==> config.mk <==
export PLATFORM = sky130hd
export DESIGN_NAME = lcg_ranged_rng_flat
export DESIGN_NICKNAME = d
export VERILOG_FILES = /design/src/rtl/lcg_ranged_rng_if.sv /design/src/rtl/lcg_ranged_rng.sv /design/src/flat_wrapper.sv
export SDC_FILE = /design/constraint.sdc
export NUM_CORES = 1
export LEC_CHECK = 0
export ABC_AREA = 1
export CORE_UTILIZATION = 40
export DETAILED_ROUTE_END_ITERATION = 7
export MAX_ROUTING_LAYER = met4
export SLEW_MARGIN = 20
export SYNTH_ARGS = -nofsm -noshare
export SYNTH_HDL_FRONTEND = slang
export SYNTH_SLANG_ARGS = --single-unit
export TNS_END_PERCENT = 50
==> constraint.sdc <==
create_clock -name clk -period 1.7 [get_ports clk]
set_input_delay 0.34 -clock clk [delete_from_list [all_inputs] [get_ports clk]]
set_output_delay 0.34 -clock clk [all_outputs]
set_load 0.05 [all_outputs]
==> src/rtl/lcg_ranged_rng_if.sv <==
// Capture handshake between the random-number generator and its consumer.
// Ports (per signal):
//   req       - capture request pulse ("stop button")
//   limit     - inclusive upper bound for the captured number, sampled at req
//   num       - captured random number
//   num_valid - num holds an unconsumed result
//   num_ready - consumer accepts num
//   busy      - generator is searching for an in-range value
// Modports: master = requester/consumer side, slave = generator side.
interface lcg_ranged_rng_if #(
   parameter int unsigned WIDTH = 4
);
   logic             req;
   logic [WIDTH-1:0] limit;
   logic [WIDTH-1:0] num;
   logic             num_valid;
   logic             num_ready;
   logic             busy;

   modport master (
      output req,
      output limit,
      output num_ready,
      input  num,
      input  num_valid,
      input  busy
   );

   modport slave (
      input  req,
      input  limit,
      input  num_ready,
      output num,
      output num_valid,
      output busy
   );
endinterface

==> src/rtl/lcg_ranged_rng.sv <==
// Free-running LCG random-number generator with a ranged capture.
// A request captures the current value if it is within [0, limit];
// otherwise the generator keeps stepping every cycle until an in-range
// value appears, which is then captured and held until the consumer takes it.
// Ports:
//   clk, rst_n - clock, asynchronous active-low reset
//   seed_we    - load seed into the generator state this edge (any state)
//   seed       - seed value
//   run        - free-run enable in IDLE/HOLD
//   bus        - capture handshake (req/limit in, num/num_valid/busy out)
// A mod 4 must be 1 and C must be odd so the generator has full period;
// that is what bounds the search to 2^WIDTH edges.
module lcg_ranged_rng #(
   parameter int unsigned WIDTH        = 4,
   parameter int unsigned A            = 5,
   parameter int unsigned C            = 1,
   parameter int unsigned SEED_DEFAULT = 4
) (
   input  logic             clk,
   input  logic             rst_n,
   input  logic             seed_we,
   input  logic [WIDTH-1:0] seed,
   input  logic             run,
   lcg_ranged_rng_if.slave  bus
);

   typedef enum logic [1:0] {
      IDLE   = 2'd0,
      SEARCH = 2'd1,
      HOLD   = 2'd2
   } state_t;

   state_t           state;
   state_t           state_nxt;

   logic [WIDTH-1:0] cur;
   logic [WIDTH-1:0] cur_nxt;
   logic [WIDTH-1:0] lcg_next;
   logic [WIDTH-1:0] num_q;
   logic [WIDTH-1:0] num_nxt;
   logic [WIDTH-1:0] limit_q;
   logic [WIDTH-1:0] limit_nxt;
   logic             valid_q;
   logic             valid_nxt;
   logic             busy_q;

   // LCG step; the product wraps at WIDTH bits by construction.
   assign lcg_next = WIDTH'(A) * cur + WIDTH'(C);

   // State register
   always_ff @(posedge clk or negedge rst_n) begin
      if (!rst_n) begin
         state <= IDLE;
      end else begin
         state <= state_nxt;
      end
   end

   // Next-state logic
   always_comb begin
      state_nxt = state;
      case (state)
         IDLE: begin
            if (bus.req) begin
               state_nxt = (cur <= bus.limit) ? HOLD : SEARCH;
            end
         end
         SEARCH: begin
            if (cur <= limit_q) begin
               state_nxt = HOLD;
            end
         end
         HOLD: begin
            if (bus.num_ready) begin
               state_nxt = IDLE;
            end
         end
         default: state_nxt = IDLE;
      endcase
   end

   // Datapath next values
   always_comb begin
      cur_nxt   = cur;
      num_nxt   = num_q;
      limit_nxt = limit_q;
      valid_nxt = valid_q;
      case (state)
         IDLE: begin
            if (run) begin
               cur_nxt = lcg_next;
            end
            if (bus.req) begin
               limit_nxt = bus.limit;
               if (cur <= bus.limit) begin
                  num_nxt   = cur;
                  valid_nxt = 1'b1;
               end else begin
                  // A miss always advances, even with run low.
                  cur_nxt = lcg_next;
               end
            end
         end
         SEARCH: begin
            // Searching ignores run; cur is held on the accepting edge.
            if (cur <= limit_q) begin
               num_nxt   = cur;
               valid_nxt = 1'b1;
            end else begin
               cur_nxt = lcg_next;
            end
         end
         HOLD: begin
            if (run) begin
               cur_nxt = lcg_next;
            end
            if (bus.num_ready) begin
               valid_nxt = 1'b0;
            end
         end
         default: begin
            valid_nxt = 1'b0;
         end
      endcase
      // Seed load wins over any stepping but never blocks a capture of the
      // pre-load value.
      if (seed_we) begin
         cur_nxt = seed;
      end
   end

   // Datapath registers
   always_ff @(posedge clk or negedge rst_n) begin
      if (!rst_n) begin
         cur     <= WIDTH'(SEED_DEFAULT);
         num_q   <= '0;
         limit_q <= '0;
         valid_q <= 1'b0;
         busy_q  <= 1'b0;
      end else begin
         cur     <= cur_nxt;
         num_q   <= num_nxt;
         limit_q <= limit_nxt;
         valid_q <= valid_nxt;
         busy_q  <= (state_nxt == SEARCH);
      end
   end

   assign bus.num       = num_q;
   assign bus.num_valid = valid_q;
   assign bus.busy      = busy_q;

endmodule

==> src/flat_wrapper.sv <==
// flat-port wrapper written by rule: the top's interface ports become plain ports
module lcg_ranged_rng_flat 
#(
   parameter int unsigned WIDTH        = 4,
   parameter int unsigned A            = 5,
   parameter int unsigned C            = 1,
   parameter int unsigned SEED_DEFAULT = 4
)
  (clk, rst_n, seed_we, seed, run, bus_req, bus_limit, bus_num_ready, bus_num, bus_num_valid, bus_busy);
  lcg_ranged_rng_if #(.WIDTH(WIDTH)) bus_i ();
  input  logic clk;
  input  logic rst_n;
  input  logic seed_we;
  input  logic [WIDTH-1:0] seed;
  input  logic run;
  input wire logic [$bits(bus_i.req)-1:0] bus_req;
  input wire logic [$bits(bus_i.limit)-1:0] bus_limit;
  input wire logic [$bits(bus_i.num_ready)-1:0] bus_num_ready;
  output wire logic [$bits(bus_i.num)-1:0] bus_num;
  output wire logic [$bits(bus_i.num_valid)-1:0] bus_num_valid;
  output wire logic [$bits(bus_i.busy)-1:0] bus_busy;
  assign bus_i.req = bus_req;
  assign bus_i.limit = bus_limit;
  assign bus_i.num_ready = bus_num_ready;
  assign bus_num = bus_i.num;
  assign bus_num_valid = bus_i.num_valid;
  assign bus_busy = bus_i.busy;
  lcg_ranged_rng #(.WIDTH(WIDTH), .A(A), .C(C), .SEED_DEFAULT(SEED_DEFAULT)) u_core (.clk(clk), .rst_n(rst_n), .seed_we(seed_we), .seed(seed), .run(run), .bus(bus_i));
endmodule
[After elaboration in Yosys (flattened, before gate mapping)]
Index checks and enable logic that the tools add are counted.
Storage, ports and cells
  input bits: 14
  register bits: 16
  word-level logic and storage cells: 45
  output and inout bits: 6
Operators by class
  muxes and demuxes: 20
  eq/ne operators: 8
  order comparisons: 2
  add/sub/neg operators: 1
  multiply operators: 1
  reduce and logical (&&, ||, !) cells: 7
Operator list (count)
  2-to-1 mux 4 bit: 8
  case mux 4 bit (3 select lines): 1
  <= comparator 4 bit: 2
  2-to-1 mux 2 bit: 4
  case mux 4 bit (2 select lines): 1
  AND reduction 4 bit: 2
  case mux 2 bit (3 select lines): 1
  adder 4 x 1 -> 4 bit (second input constant): 1
  equality test 2 x 1 -> 1 bit (second input constant): 2
  multiplier 3 x 4 -> 4 bit (first input constant): 1
  2-to-1 mux 1 bit: 4
  inequality test 2 x 1 -> 1 bit (second input constant): 2
  inequality test 2 bit (second input constant): 2
  AND reduction 2 bit: 2
  nonzero test 4 bit: 1
  inequality test 3 bit (second input constant): 1
  case mux 1 bit (3 select lines): 1
  equality test 2 bit (second input constant): 1
  zero test 2 bit: 1
  nonzero test 2 bit: 1

[Longest topological paths before layout]
  depth after elaboration: 7
  gate-level depth with buffers: 14
  depth with buffers taken out: 14

[Worst setup path before layout]
Ideal clock, no wire load.
  path type: flip-flop to flip-flop
  start: register u_core.cur[2]
  end: register u_core.cur[3]
  buffers on the path: 0
  library setup time: 116 ps
  arrival: 1618 ps
  data required time: 1584 ps
  period minus slack after synthesis: 1734 ps
  setup slack: -34 ps
  cell stages (with the launch flop): 13
  cells stage by stage: dfstp_2 > ha_1 > ha_1 > nand2_1 > nand2_1 > nand2_1 > inv_1 > o21ai_0 > nand2_1 > nand2_1 > nand3_1 > nand2_1 > nand2_1
Between the ends
  longest elaborated chain between the ends: 7
  elaborated cells on any way between the ends: 12
  classes of those cells: add/sub: 1; mul: 1; order compare: 2; eq/ne: 1; mux: 6; reduce/logical: 1
Ends and longest elaborated chain
  start, declared: RTL line lcg_ranged_rng.sv:36  | logic [WIDTH-1:0] cur;
  start signal, assigned: RTL line lcg_ranged_rng.sv:135  | cur <= WIDTH'(SEED_DEFAULT);
  start signal, assigned: RTL line lcg_ranged_rng.sv:141  | cur <= cur_nxt;
  multiplier 3 x 4 -> 4 bit: RTL line lcg_ranged_rng.sv:48  | assign lcg_next = WIDTH'(A) * cur + WIDTH'(C);
  adder 4 x 1 -> 4 bit: RTL line lcg_ranged_rng.sv:48
  2-to-1 mux 4 bit: RTL line lcg_ranged_rng.sv:114  | if (run) begin
  2-to-1 mux 4 bit: RTL line lcg_ranged_rng.sv:95  | if (cur <= bus.limit) begin
  2-to-1 mux 4 bit: RTL line lcg_ranged_rng.sv:93  | if (bus.req) begin
  case mux 4 bit (3 select lines): RTL line lcg_ranged_rng.sv:88  | case (state)
  2-to-1 mux 4 bit: RTL line lcg_ranged_rng.sv:127  | if (seed_we) begin
Parallel ways exist; a longest one is shown, timed or not. The select of a mux whose other input is x is not followed.
A chain may end at the register's enable or synchronous reset.

[Final worst setup path]
  start: register u_core.cur[2]
  end: register u_core.num_q[1] (netlist: u_core.bus.num[1])
Between the ends
  longest elaborated chain between the ends: 3
  elaborated cells on any way between the ends: 5
  classes of those cells: order compare: 2; eq/ne: 2; reduce/logical: 1
Ends and longest elaborated chain
  <= comparator 4 bit, on equally long branches: RTL line lcg_ranged_rng.sv:106, lcg_ranged_rng.sv:95
  inequality test 2 x 1 -> 1 bit (no line)
  AND reduction 4 bit (no line) (*)
  end signal, assigned: RTL line lcg_ranged_rng.sv:142  | num_q <= num_nxt;
  end, declared: RTL line lcg_ranged_rng.sv:39  | logic [WIDTH-1:0] num_q;
Every way passes the cells marked *; elsewhere a longest branch is shown, timed or not.

==> impl_results.rst <==
.. list-table::
   :header-rows: 1

   * - Metric
     - Value
   * - Result of the run
     - finished with violations
   * - Violated checks
     - setup timing
   * - Final Hold Viols
     - 0
   * - Floorplan Core Area
     - slightly above 0.003 mm^2
   * - CP arrival
     - 1.96 ns
   * - Final weighted congestion in routability-driven placement
     - 0.908
   * - Detailed-route wire length per cell
     - between 10 and 15 um
   * - Sink count of the clock tree
     - 16
   * - Cell type group with the largest total delay on the critical path
     - flip-flops
   * - Layout Area Growth over Synthesis
     - 48.3%
   * - Die width
     - slightly below 60 um
   * - Sum of buffers and inverters on the critical path
     - 2
   * - Post-synthesis cell type with the largest combined area
     - sky130_fd_sc_hd__dfrtp_1
   * - Count of maximum capacitance violations
     - 0
   * - Clock root buffer master
     - sky130_fd_sc_hd__clkbuf_4
   * - Finished layout cell area
     - roughly 0.0019 mm^2
   * - Crit path capture type
     - register
   * - Post-synthesis share of cell area spent on full adders, half adders and majority gates
     - 14.4%
   * - Fmax
     - ~0.57 GHz
   * - Final worst-path setup slack
     - -0.0676 ns
   * - Yosys reg bits
     - 16
   * - Ranking of synthesized cells by area
     - sky130_fd_sc_hd__dfrtp_1 29%, sky130_fd_sc_hd__nand2_1 15%, sky130_fd_sc_hd__ha_1 14%, sky130_fd_sc_hd__inv_1 8.4%, sky130_fd_sc_hd__nand3_1 5.0%
   * - Clock-pin slew on the worst setup and hold paths
     - around 0.11 ns
   * - Worst-path cell chain
     - buf_12 > ha_4 > nand2_4 > clkinv_4 > nand2_4 > nand2_4 > nand2_4 > a21oi_4 > nor2_8 > nand2_4 > nand2_1 > o21ai_1
   * - Number of clock buffers inserted by TritonCTS
     - 3
   * - Number of vias per cell
     - between 4 and 5
   * - Die area
     - roughly 0.0035 mm^2
   * - ANT cells
     - 0
   * - Sequential fraction of the synthesis area
     - between 30% and 40%
   * - Global-route wire length before repair
     - 5.51 mm
   * - Rel. slew slack
     - approximately 83%
   * - Post-synthesis cell count
     - 184
   * - Final Skew
     - about 0.0094 ns
   * - Drt total wl
     - about 3.3 mm
   * - Detailed-router iteration count before antenna repair
     - 4
   * - Via total after detailed routing
     - 1290
   * - Max Transition Viols Final
     - 0
   * - Number of ports placed on the die boundary
     - 20
   * - Top library cells by usage in the layout, fill and taps aside
     - 41 x sky130_fd_sc_hd__nand2_1, 25 x sky130_fd_sc_hd__inv_1, 22 x sky130_fd_sc_hd__buf_4, 13 x sky130_fd_sc_hd__clkdlybuf4s50_1, 13 x sky130_fd_sc_hd__dfrtp_1
   * - Slowest CP cell
     - sky130_fd_sc_hd__dfstp_2
   * - Post-route worst hold slack
     - 0.337 ns
   * - Number of antenna violations at the first check in global routing
     - 0
   * - # setup viols final
     - 11
   * - Worst min-delay path category
     - primary input to asynchronous set/reset pin
   * - Placement Rows
     - 20
   * - Vias in the first global route
     - approximately 1300
   * - Critical path start-end classification
     - register to register
   * - Maximum number of pins on one net before global-route repair
     - 17
   * - Detailed-route DRC error count
     - 0
   * - Share of the synthesized netlist area taken by xor and xnor gates
     - 1.35%
   * - Share of Yosys cell area claimed by the top area cell type
     - 28.8%
   * - Share of the cycle needed by the critical path after routing
     - 104%
   * - Share of layout cells above drive strength 1
     - approximately a third
   * - Post-synthesis simple-gate area fraction
     - a little under a third
   * - Largest family of logic cells by synthesized area
     - simple AND/OR/NAND/NOR gates
   * - Clock insertion delay at the later pin of the skew report
     - 0.31 ns
   * - Total gr overflow
     - 0
   * - Fraction of the mapped netlist area in compound gates
     - around an eighth
   * - Least-Margin Pin Slew
     - ~0.26 ns
   * - Layout Cells excl Fill
     - 268
   * - Count of H-tree levels built during CTS
     - 1
   * - Initial Util
     - a little over two fifths
   * - Worst-path maximum fanout
     - 7
   * - Setup repair after global routing missed its margin
     - yes
   * - Mux share of post-synthesis cell area
     - less than 1%
   * - Mapped Area
     - approximately 0.0013 mm^2
   * - TritonCTS clock tree
     - built
   * - Global router's overall resource usage
     - roughly 22%
   * - Placed Instance Area
     - 0.00165 mm^2
   * - Half-perimeter wire length after detailed placement
     - about 2.4 mm
   * - DRT iter0 DRCs
     - 37
   * - Yosys warning count
     - 0
   * - Number of buffers on the longest clock path
     - 2
   * - Most common cell after layout, fill and taps aside
     - sky130_fd_sc_hd__nand2_1
   * - Required @ worst endpoint
     - roughly 1.9 ns
   * - Cell seen most often among critical-path stages
     - sky130_fd_sc_hd__nand2_4
   * - Number of placed cells counting well taps
     - 262
   * - Hold-fix buffer count after cts
     - 0
   * - Mean instance size in the synthesized netlist
     - 7.07 um^2
   * - Fin crit period
     - between 1.5 and 2 ns
   * - Post-synth cell types
     - 26
   * - Worst Setup Start Kind
     - register
   * - Total nets after synthesis
     - roughly 210
   * - Finished Core Util
     - between 60% and 70%
   * - Delay contributed by the slowest stage of the critical path
     - ~0.60 ns
   * - Die height
     - between 50 and 60 um
   * - Antenna-violating nets left
     - 0
   * - Number of I/O port buffers
     - 19
   * - Number of nets in the layout
     - approximately 250
==> synth_stat cells <==
| cell | number |
|---|---|
| sky130_fd_sc_hd__nor2_8 | 1 |
| sky130_fd_sc_hd__nand3_2 | 1 |
| sky130_fd_sc_hd__xnor2_1 | 1 |
| sky130_fd_sc_hd__nand2_2 | 4 |
| sky130_fd_sc_hd__mux2_2 | 1 |
| sky130_fd_sc_hd__nor2_1 | 15 |
| sky130_fd_sc_hd__ha_1 | 15 |
| sky130_fd_sc_hd__nand2_4 | 1 |
| sky130_fd_sc_hd__dfrtp_1 | 15 |
| sky130_fd_sc_hd__a21oi_4 | 1 |
| sky130_fd_sc_hd__or2_2 | 1 |
| sky130_fd_sc_hd__a31oi_1 | 1 |
| sky130_fd_sc_hd__o21ai_1 | 5 |
| sky130_fd_sc_hd__xor2_1 | 1 |
| sky130_fd_sc_hd__nor2_2 | 2 |
| sky130_fd_sc_hd__o22ai_1 | 3 |
| sky130_fd_sc_hd__inv_1 | 29 |
| sky130_fd_sc_hd__o211ai_1 | 1 |
| sky130_fd_sc_hd__clkinv_1 | 2 |
| sky130_fd_sc_hd__dfstp_2 | 1 |
| sky130_fd_sc_hd__nand3_1 | 13 |
| sky130_fd_sc_hd__inv_2 | 1 |
| sky130_fd_sc_hd__o21ai_0 | 8 |
| sky130_fd_sc_hd__nand2_1 | 53 |
| sky130_fd_sc_hd__a21oi_1 | 7 |
| sky130_fd_sc_hd__o21ai_2 | 1 |
==> cell type report <==
type                    count  area [um^2]
well taps                  44         55.1
inverters                  32          125
multi-input cells         136          993
fillers                   298         1150
clock buffers               4         36.3
flip-flops and latches     16          404
repair buffers             36          315
==> metrics by stage <==
| stage | setup slack (ns) | TNS, ns |
|---|---|---|
| CTS | -0.0775 | -0.644 |
| finish | -0.0676 | -0.458 |
| detailed placement | -0.456 | -5.06 |
| global route | -0.159 | -1.49 |
| global placement | -0.389 | -4.25 |
| floorplan | 0.00317 | 0 |
==> flip-flops by register name (all words and copies together), names as in the netlist <==
signal                count
u_core.limit_q            4
u_core.bus.num_valid      1
u_core.bus.busy           1
u_core.cur                4
u_core.bus.num            4
u_core.state              2
==> kinds of logic (layout without fill, tap and decap cells) <==
kind of cell	Yosys count	in the layout
buf+inv	32	72
simple gates	91	91
xor+xnor	2	2
fa+ha+maj	15	15
compound gates	27	27
flops	16	16
mux	1	1
==> final timing paths <==
| kind | from | to | slack [ns] | depth (start not counted) |
|---|---|---|---|---|
| setup / recovery | u_core.cur[2]$_DFFE_PN1P_ | u_core.bus.num[1]$_DFFE_PN0P_ | -0.07 | 12 |
| setup reg to reg | u_core.cur[2]$_DFFE_PN1P_ | u_core.bus.num[1]$_DFFE_PN0P_ | -0.07 | 12 |
| hold reg to reg | u_core.bus.num[2]$_DFFE_PN0P_ | u_core.bus.num[2]$_DFFE_PN0P_ | 0.48 | 2 |
| hold / removal | rst_n | u_core.limit_q[1]$_DFFE_PN0P_ | 0.34 | 2 |
| min in group clk | u_core.bus.num[2]$_DFFE_PN0P_ | u_core.bus.num[2]$_DFFE_PN0P_ | 0.48 | 2 |
| max in group asynchronous | rst_n | u_core.cur[2]$_DFFE_PN1P_ | 1.10 | 2 |
==> worst reg2reg max path: cells and delay by family (launching register included) <==
kind,cells,cell delay (ns)
adders and majority gates,1,0.20
buffers and inverters,2,0.18
and+or+nand+nor,7,0.57
DFF,1,0.60
AOI/OAI and AO/OA,2,0.12
==> routing by layer <==
layer  GRT usage (%)  wire (um)  up-vias
met4            8.16         47        0
met2            40.6       1710       20
met5               -          0        -
met3            2.62         83        5
li1                -          -      669
met1            24.9       1460      596
==> what timing repair did <==
item / 4_1_cts / 5_1_grt
pin swaps: 21 / 17
endpoints found under the setup margin: 12 / 12
setup buffers: 2 / 0
gates resized for setup: 38 / 16
Power is not shown: default switching activity piles up to over one toggle a cycle in this logic, so the estimate is an artifact.
